**src/rtl/fixed_mult_pkg.sv**
```systemverilog
// Shared types and constants for the sequential fixed-point multiplier family.
package fixed_mult_pkg;

    // Handshake / iteration state of the multiplier.
    typedef enum logic [1:0] {
        IDLE = 2'd0,
        CALC = 2'd1,
        FIN  = 2'd2,
        DONE = 2'd3
    } state_t;

    // Rounding mode selectors for ROUND_MODE.
    localparam int ROUND_TRUNC   = 0;
    localparam int ROUND_NEAREST = 1;

endpackage : fixed_mult_pkg

```
**src/rtl/fixed_round_sat.sv**
```systemverilog
// Combinational post-processing of an unsigned magnitude product:
// scale by FRAC, optional round-half-away-from-zero, apply sign,
// and either clamp or wrap on overflow.
module fixed_round_sat
    import fixed_mult_pkg::*;
#(
    parameter int WIDTH      = 16,
    parameter int FRAC       = 11,
    parameter int ROUND_MODE = ROUND_TRUNC,
    parameter int SATURATE   = 1
) (
    input  logic [2*WIDTH-1:0] i_p,
    input  logic               i_sign,
    output logic [WIDTH-1:0]   o_result,
    output logic               o_ovf
);

    localparam int PW = 2 * WIDTH;
    localparam bit SAT_EN = (SATURATE != 0);

    logic             w_rnd_bit;
    logic [PW-1:0]    w_m;
    logic [PW-1:0]    w_limit;
    logic [WIDTH-1:0] w_neg;

    // The rounding bit is the first bit shifted out; it only exists when FRAC > 0.
    generate
        if ((ROUND_MODE == ROUND_NEAREST) && (FRAC > 0)) begin : g_round
            assign w_rnd_bit = i_p[FRAC-1];
        end else begin : g_trunc
            assign w_rnd_bit = 1'b0;
        end
    endgenerate

    // Rounding a magnitude up is "half away from zero" once the sign is applied.
    assign w_m = (i_p >> FRAC) + PW'(w_rnd_bit);

    // Negative results may reach one step further than positive ones.
    assign w_limit = i_sign ? (PW'(1) << (WIDTH - 1))
                            : ((PW'(1) << (WIDTH - 1)) - PW'(1));

    assign w_neg = ~w_m[WIDTH-1:0] + WIDTH'(1);

    // Select clamped, negated or plain magnitude as the final result.
    always_comb begin
        o_ovf    = (w_m > w_limit);
        o_result = {WIDTH{1'b0}};
        if (o_ovf && SAT_EN) begin
            o_result = i_sign ? {1'b1, {(WIDTH-1){1'b0}}}
                              : {1'b0, {(WIDTH-1){1'b1}}};
        end else if (i_sign) begin
            o_result = w_neg;
        end else begin
            o_result = w_m[WIDTH-1:0];
        end
    end

endmodule : fixed_round_sat

```
**src/rtl/fixed_mult_seq.sv**
```systemverilog
// Signed fixed-point multiplier, one shift-and-add step per cycle over
// WIDTH cycles, with valid/ready handshakes on input and output.
module fixed_mult_seq
    import fixed_mult_pkg::*;
#(
    parameter int WIDTH      = 16,
    parameter int FRAC       = 11,
    parameter int ROUND_MODE = ROUND_TRUNC,
    parameter int SATURATE   = 1
) (
    input  logic             clk,
    input  logic             rst_n,
    input  logic             in_valid,
    output logic             in_ready,
    input  logic [WIDTH-1:0] a,
    input  logic [WIDTH-1:0] b,
    output logic             out_valid,
    input  logic             out_ready,
    output logic [WIDTH-1:0] result,
    output logic             ovf
);

    localparam int PW = 2 * WIDTH;
    localparam int CW = $clog2(WIDTH) + 1;

    state_t           r_state;
    state_t           w_state_nxt;
    logic             r_sign;
    logic [PW-1:0]    r_mcand;
    logic [PW-1:0]    r_acc;
    logic [WIDTH-1:0] r_mplier;
    logic [CW-1:0]    r_cnt;
    logic [WIDTH-1:0] r_result;
    logic             r_ovf;

    logic             w_accept;
    logic             w_last;
    logic [WIDTH-1:0] w_mag_a;
    logic [WIDTH-1:0] w_mag_b;
    logic [WIDTH-1:0] w_fin_result;
    logic             w_fin_ovf;

    // |-2^(W-1)| wraps back to 2^(W-1), which is exactly right read as unsigned.
    assign w_mag_a  = a[WIDTH-1] ? (~a + WIDTH'(1)) : a;
    assign w_mag_b  = b[WIDTH-1] ? (~b + WIDTH'(1)) : b;
    assign w_accept = in_valid && (r_state == IDLE);
    assign w_last   = (r_cnt == CW'(WIDTH - 1));

    // State register.
    always_ff @(posedge clk) begin
        if (!rst_n) begin
            r_state <= IDLE;
        end else begin
            r_state <= w_state_nxt;
        end
    end

    // Next-state decode: accept, WIDTH iterations, one finishing cycle, hand-off.
    always_comb begin
        w_state_nxt = r_state;
        case (r_state)
            IDLE: begin
                if (w_accept) begin
                    w_state_nxt = CALC;
                end else begin
                    w_state_nxt = IDLE;
                end
            end
            CALC: begin
                if (w_last) begin
                    w_state_nxt = FIN;
                end else begin
                    w_state_nxt = CALC;
                end
            end
            FIN: begin
                w_state_nxt = DONE;
            end
            DONE: begin
                if (out_ready) begin
                    w_state_nxt = IDLE;
                end else begin
                    w_state_nxt = DONE;
                end
            end
            default: begin
                w_state_nxt = IDLE;
            end
        endcase
    end

    // Handshake outputs decoded straight from the state register.
    always_comb begin
        in_ready  = 1'b0;
        out_valid = 1'b0;
        case (r_state)
            IDLE:    in_ready  = 1'b1;
            DONE:    out_valid = 1'b1;
            default: begin
                in_ready  = 1'b0;
                out_valid = 1'b0;
            end
        endcase
    end

    // Operand capture, shift-and-add iteration and result capture.
    always_ff @(posedge clk) begin
        if (!rst_n) begin
            r_sign   <= 1'b0;
            r_mcand  <= {PW{1'b0}};
            r_acc    <= {PW{1'b0}};
            r_mplier <= {WIDTH{1'b0}};
            r_cnt    <= {CW{1'b0}};
            r_result <= {WIDTH{1'b0}};
            r_ovf    <= 1'b0;
        end else begin
            case (r_state)
                IDLE: begin
                    if (w_accept) begin
                        r_sign   <= a[WIDTH-1] ^ b[WIDTH-1];
                        r_mcand  <= {{WIDTH{1'b0}}, w_mag_a};
                        r_mplier <= w_mag_b;
                        r_acc    <= {PW{1'b0}};
                        r_cnt    <= {CW{1'b0}};
                    end
                end
                CALC: begin
                    if (r_mplier[0]) begin
                        r_acc <= r_acc + r_mcand;
                    end
                    r_mcand  <= r_mcand << 1;
                    r_mplier <= r_mplier >> 1;
                    r_cnt    <= r_cnt + CW'(1);
                end
                FIN: begin
                    r_result <= w_fin_result;
                    r_ovf    <= w_fin_ovf;
                end
                default: begin
                    r_result <= r_result;
                end
            endcase
        end
    end

    fixed_round_sat #(
        .WIDTH      (WIDTH),
        .FRAC       (FRAC),
        .ROUND_MODE (ROUND_MODE),
        .SATURATE   (SATURATE)
    ) u_round_sat (
        .i_p      (r_acc),
        .i_sign   (r_sign),
        .o_result (w_fin_result),
        .o_ovf    (w_fin_ovf)
    );

    assign result = r_result;
    assign ovf    = r_ovf;

endmodule : fixed_mult_seq

```
**config.mk**
```make
export PLATFORM = sky130hd
export DESIGN_NAME = fixed_mult_seq
export DESIGN_NICKNAME = d
export VERILOG_FILES = /design/src/rtl/fixed_mult_pkg.sv /design/src/rtl/fixed_round_sat.sv /design/src/rtl/fixed_mult_seq.sv
export SDC_FILE = /design/constraint.sdc
export NUM_CORES = 1
export LEC_CHECK = 0
export ABC_AREA = 1
export ABC_CLOCK_PERIOD_IN_PS = 2200
export CORE_MARGIN = 5
export CORE_UTILIZATION = 40
export DETAILED_ROUTE_END_ITERATION = 12
export GPL_TIMING_DRIVEN = 0
export PLACE_DENSITY_LB_ADDON = 0.12
export SYNTH_ARGS = -nofsm -noshare
export SYNTH_HDL_FRONTEND = slang
export SYNTH_HIERARCHICAL = 1
export SYNTH_SLANG_ARGS = --single-unit
export TNS_END_PERCENT = 1
```
**constraint.sdc**
```tcl
create_clock -name clk -period 2.2 [get_ports clk]
set_input_delay 0.44 -clock clk [delete_from_list [all_inputs] [get_ports clk]]
set_output_delay 0.44 -clock clk [all_outputs]
set_load 0.01 [all_outputs]
```
==> results.sh, run 1 <==
export IMPL_synthMuxAreaShare=0
export IMPL_slowest_stage="dfxtp_4"
export IMPL_ys_ff_latch=105
export IMPL_synth_most_common_cell="nand2_1"
export IMPL_synth_warnings=6
export IMPL_ir_drop_mv=0.3254
export IMPL_final_antenna_net_count=0
export IMPL_syn_area_per_cell_sq_um=5.975
export IMPL_syn_area_sq_um=8048
export IMPL_via_per_inst=4.924
export IMPL_synth_simple_area_share=0.3946
export IMPL_finalClockSkew_ns=0.007726
export IMPL_reg2reg_depth=16
export IMPL_drtPass1Iterations=5
export IMPL_min_period_ns=2.117
export IMPL_crit_path_frequent_cell="nand2_2"
export IMPL_path_cells="clkinvlp_4, ha_4, inv_2, nor2_2, nand2_2, nor2_4, nand2_2, nand2_2, inv_2, nand3_4, nand2_8, clkbuf_16, nand2_2, nand2_2, nor2_1, nor2_1"
export IMPL_numCtsBuffers=9
export IMPL_synth_top_family_by_area="simple AND/OR/NAND/NOR gates"
export IMPL_post_route_period_util=0.9624
export IMPL_cts_max_path_buffers=2
export IMPL_crit_required_ns=2.46
export IMPL_yosysTopAreaCell="dfxtp_1"
export IMPL_std_cell_rows=51
export IMPL_dieArea_sq_um=23060
export IMPL_start_kind="flip-flop"
export IMPL_final_max_slew_violation_count=0
export IMPL_root_buffer="clkbuf_16"
export IMPL_yosysSeqAreaShare=0.2612
export IMPL_synthDistinctLibCells=41
export IMPL_antenna_found_initial=0
export IMPL_worstHoldPathType="flip-flop to flip-flop"
export IMPL_hold_depth=2
export IMPL_slew_headroom=0.4392
export IMPL_finalSetupViolCount=0
export IMPL_ios=55
export IMPL_status="finished clean"
export IMPL_dieHeight_microns=151.8
export IMPL_crit_type="flip-flop to flip-flop"
export IMPL_ctsHoldBuffers=0
export IMPL_synth_fa_ha_area_frac=0.08333
export IMPL_synth_compound_gate_area_share=0.1331
export IMPL_core_sq_um=19650
export IMPL_drt_iter0_drc=499
export IMPL_tightestPinTransition_ns=0.8412
export IMPL_syn_nets=1436
export IMPL_clkTransAtPathRegs_ns=0.08
export IMPL_placement_io_buffers=54
export IMPL_clk_latency_ns=0.36
export IMPL_grt_ovfl_total=0
export IMPL_start_util=0.4095
export IMPL_holdWs_ns=0.4707
export IMPL_synth_ff_type="dfxtp_1"
export IMPL_synth_edff_count=0
export IMPL_synthArstFlopShare=0
export IMPL_layout_nets=1513
export IMPL_drt_wl_total_microns=23060
export IMPL_netlist_instances=1347
export IMPL_crit_fanout=7
export IMPL_grt_pass1_wl_microns=37730
export IMPL_hold_viol_final=0
export IMPL_antenna_cells=0
export IMPL_final_area_sq_um=9510
export IMPL_fmax_ghz=0.4723
export IMPL_p_leak_nw=4.698
export IMPL_worstSetupEndpointType="flip-flop"
export IMPL_vias=8341
export IMPL_die_w_microns=151.8
export IMPL_cts_tree="yes"
export IMPL_syn2layout_area_growth_pct=18.17
export IMPL_gr_usage_all_layers=0.1947
export IMPL_place_area_sq_um=8920
export IMPL_powerDensity_nw_per_um2=464.1
export IMPL_drv_cap=0
export IMPL_synth_top_cell_area_share=0.2612
export IMPL_synth_xor_area_frac=0.01197
export IMPL_synth_commonest_cells="473 x nand2_1, 185 x inv_1, 113 x nor2_1, 105 x dfxtp_1, 103 x nand3_1"
export IMPL_routedWlPerCell_microns=13.61
export IMPL_dp_hpwl_microns=18400
export IMPL_rsz0062_at_grt="true"
export IMPL_grt_pass1_vias=7695
export IMPL_grt_max_degree=20
export IMPL_h_tree_depth=3
export IMPL_synth_area_top_cells="dfxtp_1 26%, nand2_1 22%, inv_1 8.6%"
export IMPL_clkSinkCount=105
export IMPL_drive_gt1_frac=0.08467
export IMPL_critical_path_arrival_ns=2.38
export IMPL_gp_congestion=0.9062
export IMPL_drc=0
export IMPL_slowest_delay_ns=0.43
logic make-up (layout without fill, tap and decap cells):
logic type      count (synthesis)  after routing
flops                         105            105
buf+inv                       229            311
simple gates                  755            755
compound gates                194            194
xor+xnor                       11             11
fa+ha+maj                      53             53
worst max-delay path, delay by kind of cell, from the launching register on:
family	cells	cell delay (ns)
and+or+nand+nor	11	0.89
DFF	1	0.43
buffers and inverters	4	0.38
adders and majority gates	1	0.28
what timing repair did:
item,CTS,global route
setup endpoints to repair,19,28
gates resized for setup,4,42
gates cloned,0,2
buffers inserted,1,9
pin swaps,0,38
through the flow:
step	power [mW]	instances	setup WS [ns]	util	setup TNS (ns)
floorplan	2.447	1347	0.04155	-	0
global placement	2.684	1666	-0.4435	0.4538	-9.101
detailed placement	2.691	1666	-0.4944	0.4538	-10.30
CTS	4.428	1683	0.01734	0.4709	0
global route	4.606	1694	-0.04117	0.4839	-0.3517
finish	4.414	1694	0.08268	0.4839	0
per-layer routing:
layer	routed length, microns	GRT usage	up-vias	share of wire
met3	825	0.02329	24	0.036
li1	-	-	4455	-
met1	11620	0.2691	3709	0.50
met5	0	0	-	0
met2	10160	0.3207	153	0.44
met4	457	0.05479	0	0.020
sequential cells by signal, indices dropped and copies added (netlist names):
register / cells
ovf: 1
r_acc: 32
r_cnt: 5
r_mcand: 32
r_mplier: 16
r_sign: 1
r_state: 2
result: 16
area by class of cell:
class	instances	area (sq um)
Fill cell	2204	10140
Multi-Input combinational cell	1013	5129
Sequential cell	105	2110
Inverter	189	713.2
Timing Repair Buffer	66	685.7
Tap cell	265	331.6
Clock buffer	10	229.0
Buffer	40	226.5
Clock inverter	6	86.33
worst paths after layout:
path / startpoint / endpoint / slack [ns]
max reg2reg: r_sign / result[12] / 0.08
min reg2reg: r_acc[10] / r_acc[10] / 0.47
max: r_sign / result[12] / 0.08
min: r_acc[10] / r_acc[10] / 0.47
report_power, final:
part           switching, mW  leakage (nW)  total, mW  internal (mW)
clock network          0.823         0.153       1.74          0.915
logic                  0.413          3.69      0.668          0.256
registers             0.0524         0.854       2.01           1.96
layout by cell type (no fill, tap or decap), types with 3 or more instances in the layout:
cell type and n:
a21o_1 4, a21oi_1 100, a22oi_1 15, a31oi_1 15
buf_2 7, buf_4 14, buf_6 4, clkbuf_1 20
clkbuf_16 11, clkdlybuf4s50_1 54, dfxtp_1 101, dfxtp_2 3
ha_1 50, inv_1 181, inv_2 7, nand2_1 456
nand2_2 21, nand3_1 101, nand3b_1 7, nand4_1 9
nor2_1 107, nor2_2 11, nor2_4 4, nor3_1 13
nor3_2 3, o211ai_1 5, o21ai_0 44, o21ai_1 3
o21bai_1 4, or2_2 14, xnor2_1 3, xor2_1 8
Power figures use the tool's default switching activity.
==> run 2: changes to the inputs <==
Settings changed: ABC_CLOCK_PERIOD_IN_PS 2200 to 2650.
Clock period 2.2 ns to 2.65 ns, I/O delays scaled along.
==> results.sh, run 2 (synthesized netlist as in run 1, its figures left out) <==
export IMPL_crit_fanout=5
export IMPL_final_common_cell="nand2_1"
export IMPL_drt_iter0_drc=538
export IMPL_worstSetupEndpointType="flip-flop"
export IMPL_dieHeight_microns=151.8
export IMPL_final_util=0.4701
export IMPL_finalSetupViolCount=0
export IMPL_dp_slack_ns=-0.04435
export IMPL_crit_end="r_acc[20]"
export IMPL_r2r_end="r_acc[20]"
export IMPL_ir_drop_mv=0.2696
export IMPL_grt_pass1_vias=7685
export IMPL_cts_tree="yes"
export IMPL_slowest_delay_ns=0.38
export IMPL_clkTransAtPathRegs_ns=0.08
export IMPL_dp_hpwl_microns=18400
export IMPL_grt_max_degree=20
export IMPL_h_tree_depth=3
export IMPL_clkSinkCount=105
export IMPL_slew_headroom=0.4458
export IMPL_via_per_inst=4.927
export IMPL_root_buffer="clkbuf_16"
export IMPL_crit_type="flip-flop to flip-flop"
export IMPL_layout_common_cells="473 x nand2_1, 185 x inv_1, 113 x nor2_1"
export IMPL_ctsHoldBuffers=0
export IMPL_crit_family="simple AND/OR/NAND/NOR gates"
export IMPL_antenna_cells=0
export IMPL_min_period_ns=2.303
export IMPL_regToRegSetupSlack_ns=0.35
export IMPL_start_util=0.4095
export IMPL_holdWs_ns=0.4699
export IMPL_reg2reg_depth=12
export IMPL_antenna_found_initial=0
export IMPL_drt_wl_total_microns=22560
export IMPL_grt_pass1_wl_microns=37690
export IMPL_fin_ws_ns=0.3469
export IMPL_path_cells="ha_1, inv_1, fa_1, inv_1, nand3_1, nand3_1, nand3_1, nand3_1, nand2_1, nand3b_1, nand3_1, a21oi_1"
export IMPL_numCtsBuffers=9
export IMPL_die_w_microns=151.8
export IMPL_crit_required_ns=2.94
export IMPL_drive_gt1_frac=0.05222
export IMPL_start_kind="flip-flop"
export IMPL_gr_usage_all_layers=0.1944
export IMPL_report_power_total_mw=3.637
export IMPL_layout_nets=1501
export IMPL_finalSetupTns_ns=0
export IMPL_crit_buf_inv=2
export IMPL_crit_path_start="r_mcand[0]"
export IMPL_final_max_slew_violation_count=0
export IMPL_rsz0062_at_grt="false"
export IMPL_ios=55
export IMPL_top_regs="r_acc: 32 flops, r_mcand: 32 flops"
export IMPL_p_leak_nw=4.636
export IMPL_multi_input_area_sq_um=5014
export IMPL_clk_latency_ns=0.37
export IMPL_seq_area_sq_um=2106
export IMPL_vias=8288
export IMPL_grt_ovfl_total=0
export IMPL_cts_max_path_buffers=2
export IMPL_finalClockSkew_ns=0.01122
export IMPL_routedWlPerCell_microns=13.41
export IMPL_r2r_start="r_mcand[0]"
export IMPL_hold_depth=2
export IMPL_tightestPinTransition_ns=0.8313
export IMPL_drv_cap=0
export IMPL_critical_path_arrival_ns=2.59
export IMPL_worstHoldPathType="flip-flop to flip-flop"
export IMPL_hold_viol_final=0
export IMPL_status="finished clean"
export IMPL_std_cell_rows=51
export IMPL_core_sq_um=19650
export IMPL_drtPass1Iterations=5
export IMPL_slowest_stage="dfxtp_1"
export IMPL_crit_path_frequent_cell="nand3_1"
export IMPL_dieArea_sq_um=23060
export IMPL_final_antenna_net_count=0
export IMPL_fmax_ghz=0.4342
export IMPL_drc=0
export IMPL_placement_io_buffers=54
export IMPL_syn2layout_area_growth_pct=14.80
export IMPL_critical_path_depth=12
export IMPL_gp_congestion=0.9062
export IMPL_num_fill_cells=2235
export IMPL_post_route_period_util=0.8691
export IMPL_powerDensity_nw_per_um2=393.7
## run 2: worst min path at each step
stage / startpoint / end / slack, ns
final: r_acc[10] / r_acc[10] / 0.47
after CTS: r_cnt[4] / r_cnt[4] / 0.47
after detailed placement: r_cnt[4] / r_cnt[4] / 0.46
after global placement: r_cnt[4] / r_cnt[4] / 0.45
after global routing: r_acc[3] / r_acc[3] / 0.50
after floorplan: r_cnt[4] / r_cnt[4] / 0.44
## run 2: layer usage
metal / global-route usage / vias up / part of all wire
met5: 0 / - / 0
met4: 0.05479 / 0 / 0.021
met3: 0.02329 / 28 / 0.036
met2: 0.3205 / 160 / 0.44
met1: 0.2685 / 3669 / 0.50
li1: - / 4431 / -
## run 2: area by class of cell
cell class / count / area share
multi-input combinational: 1013 / 0.5427
sequential: 105 / 0.2279
inverter: 189 / 0.07679
timing repair buffer: 54 / 0.05850
tap: 265 / 0.03589
clock buffer: 10 / 0.02478
buffer: 40 / 0.02411
clock inverter: 6 / 0.009345
## run 2: what timing repair did
item,in CTS,in global routing
endpoints found under the setup margin,9,2
buffers inserted,0,0
resized for setup,1,1
## run 2: metrics by stage
stage               instance area [sq um]  std cells
detailed placement                   8920       1666
global route                         9239       1682
global placement                     8920       1666
CTS                                  9236       1682
floorplan                            8048       1347
finish                               9239       1682
## run 2: worst min-delay path, delay by kind of cell, from the launching register on
| kind | cells | cell delay, ns |
|---|---|---|
| simple gates | 1 | 0.06 |
| flops | 1 | 0.31 |
| compound gates | 1 | 0.05 |
## run 2: where the power goes
group          switching (mW)  internal (mW)
Sequential             0.0462           1.62
Clock                   0.680          0.759
Combinational           0.330          0.198
Total                    1.06           2.58
==> run 3: changes to the inputs <==
==> constraint.sdc (replaced) <==
create_clock -name clk -period 2.65 [get_ports clk]
set_input_delay 0.53 -clock clk [delete_from_list [all_inputs] [get_ports clk]]
set_output_delay 0.53 -clock clk [all_outputs]
set_load 0.1 [all_outputs]
==> results.sh, run 3 (synthesized netlist as in run 1, its figures left out) <==
export IMPL_status="finished clean"
export IMPL_std_cell_rows=51
export IMPL_hold_path_endpoint="r_acc[10]"
export IMPL_hold_depth=2
export IMPL_holdWs_ns=0.4698
export IMPL_ir_drop_mv=0.2696
export IMPL_drv_cap=0
export IMPL_crit_required_ns=2.12
export IMPL_core_sq_um=19650
export IMPL_die_w_microns=151.8
export IMPL_drc=0
export IMPL_final_area_sq_um=9244
export IMPL_grt_ovfl_total=0
export IMPL_crit_family="buffers and inverters"
export IMPL_finalSetupViolCount=0
export IMPL_fmax_ghz=0.4225
export IMPL_slew_headroom=0.3392
export IMPL_vias=8279
export IMPL_hold_viol_final=0
export IMPL_path_cells="clkdlybuf4s50_1"
export IMPL_min_from="r_acc[10]"
export IMPL_layout_nets=1501
export IMPL_powerDensity_nw_per_um2=394.4
export IMPL_crit_buf_inv=1
export IMPL_fin_ws_ns=0.2832
export IMPL_worstSetupEndpointType="output port"
export IMPL_syn2layout_area_growth_pct=14.86
export IMPL_drive_gt1_frac=0.05222
export IMPL_slowest_delay_ns=1.13
export IMPL_regToRegSetupSlack_ns=0.35
export IMPL_start_util=0.4095
export IMPL_gr_usage_all_layers=0.1944
export IMPL_start_kind="flip-flop"
export IMPL_drtPass1Iterations=5
export IMPL_cts_max_path_buffers=2
export IMPL_dieHeight_microns=151.8
export IMPL_cts_tree="yes"
export IMPL_gp_congestion=0.9062
export IMPL_dp_slack_ns=-0.04435
export IMPL_finalClockSkew_ns=0.01123
export IMPL_tightestPinTransition_ns=0.9880
export IMPL_h_tree_depth=3
export IMPL_min_period_ns=2.367
export IMPL_antenna_found_initial=0
export IMPL_antenna_cells=0
export IMPL_crit_type="flip-flop to output port"
export IMPL_grt_pass1_vias=7685
export IMPL_num_fill_cells=2233
export IMPL_report_power_total_mw=3.646
export IMPL_clkSinkCount=105
export IMPL_clkTransAtPathRegs_ns=0.08
export IMPL_grt_pass1_wl_microns=37690
export IMPL_routedWlPerCell_microns=13.41
export IMPL_grt_max_degree=20
export IMPL_final_util=0.4703
export IMPL_final_common_cell="nand2_1"
export IMPL_clk_latency_ns=0.37
export IMPL_worstHoldPathType="flip-flop to flip-flop"
export IMPL_dp_hpwl_microns=18400
export IMPL_r2r_end="r_acc[20]"
export IMPL_p_leak_nw=4.660
export IMPL_slowest_stage="clkdlybuf4s50_1"
export IMPL_rsz0062_at_grt="false"
export IMPL_drt_iter0_drc=538
export IMPL_dieArea_sq_um=23060
export IMPL_top_regs="r_acc: 32 flops, r_mcand: 32 flops"
export IMPL_place_area_sq_um=8920
export IMPL_r2r_start="r_mcand[0]"
export IMPL_critical_path_arrival_ns=1.84
export IMPL_final_antenna_net_count=0
export IMPL_placement_io_buffers=54
export IMPL_numCtsBuffers=9
export IMPL_post_route_period_util=0.8931
export IMPL_drt_wl_total_microns=22550
export IMPL_cts_setup_buffers=0
export IMPL_via_per_inst=4.922
export IMPL_ios=55
export IMPL_root_buffer="clkbuf_16"
export IMPL_final_max_slew_violation_count=0
export IMPL_layout_common_cells="473 x nand2_1, 185 x inv_1, 113 x nor2_1"
export IMPL_reg2reg_depth=12
export IMPL_crit_fanout=2
-- run 3: area by class of cell --
| class | count | area [sq um] | area share |
|---|---|---|---|
| plain buffers | 40 | 222.7 | 0.02409 |
| clock buffers | 10 | 229.0 | 0.02477 |
| clock inverters | 6 | 86.33 | 0.009339 |
| inverters | 189 | 709.4 | 0.07675 |
| multi-input cells | 1013 | 5014 | 0.5424 |
| flip-flops and latches | 105 | 2106 | 0.2278 |
| well taps | 265 | 331.6 | 0.03587 |
| repair buffers | 54 | 545.5 | 0.05901 |
-- run 3: repair_timing --
action / CTS / global route
pin swaps: 0 / 0
hold buffers: 0 / 0
cloned: 0 / 0
hold endpoints to repair: 0 / 0
setup endpoints to repair: 9 / 4
resized for setup: 1 / 3
-- run 3: routing by layer --
layer / vias up / global-route usage / share of wire / routed length, microns
met2: 153 / 0.3205 / 0.44 / 9938
met5: - / 0 / 0 / 0
li1: 4431 / - / - / -
met4: 0 / 0.05479 / 0.020 / 459
met3: 26 / 0.02329 / 0.037 / 836
met1: 3669 / 0.2685 / 0.50 / 11310
-- run 3: worst max path at each step --
stage,from,to,slack (ns),depth (start not counted)
2_1_floorplan,r_sign,result[9],0.49,14
3_3_place_gp,r_sign,result[11],0.007,16
3_5_place_dp,r_sign,result[11],-0.04,16
4_1_cts,r_state[1],out_valid,0.04,3
5_1_grt,r_sign,result[14],0.14,16
6_report,result[15],result[15],0.28,1
-- run 3: stage by stage --
step,std cells,TNS (ns)
finish,1682,0
global route,1682,0
CTS,1682,0
detailed placement,1666,-0.2606
global placement,1666,0
floorplan,1347,0
-- run 3: report_power, final --
| part | leakage, nW | internal, mW | total (mW) | switching [mW] |
|---|---|---|---|---|
| clock network | 0.153 | 0.759 | 1.44 | 0.679 |
| registers | 0.852 | 1.62 | 1.67 | 0.0461 |
| logic | 3.65 | 0.198 | 0.537 | 0.339 |
| total | 4.66 | 2.58 | 3.65 | 1.06 |
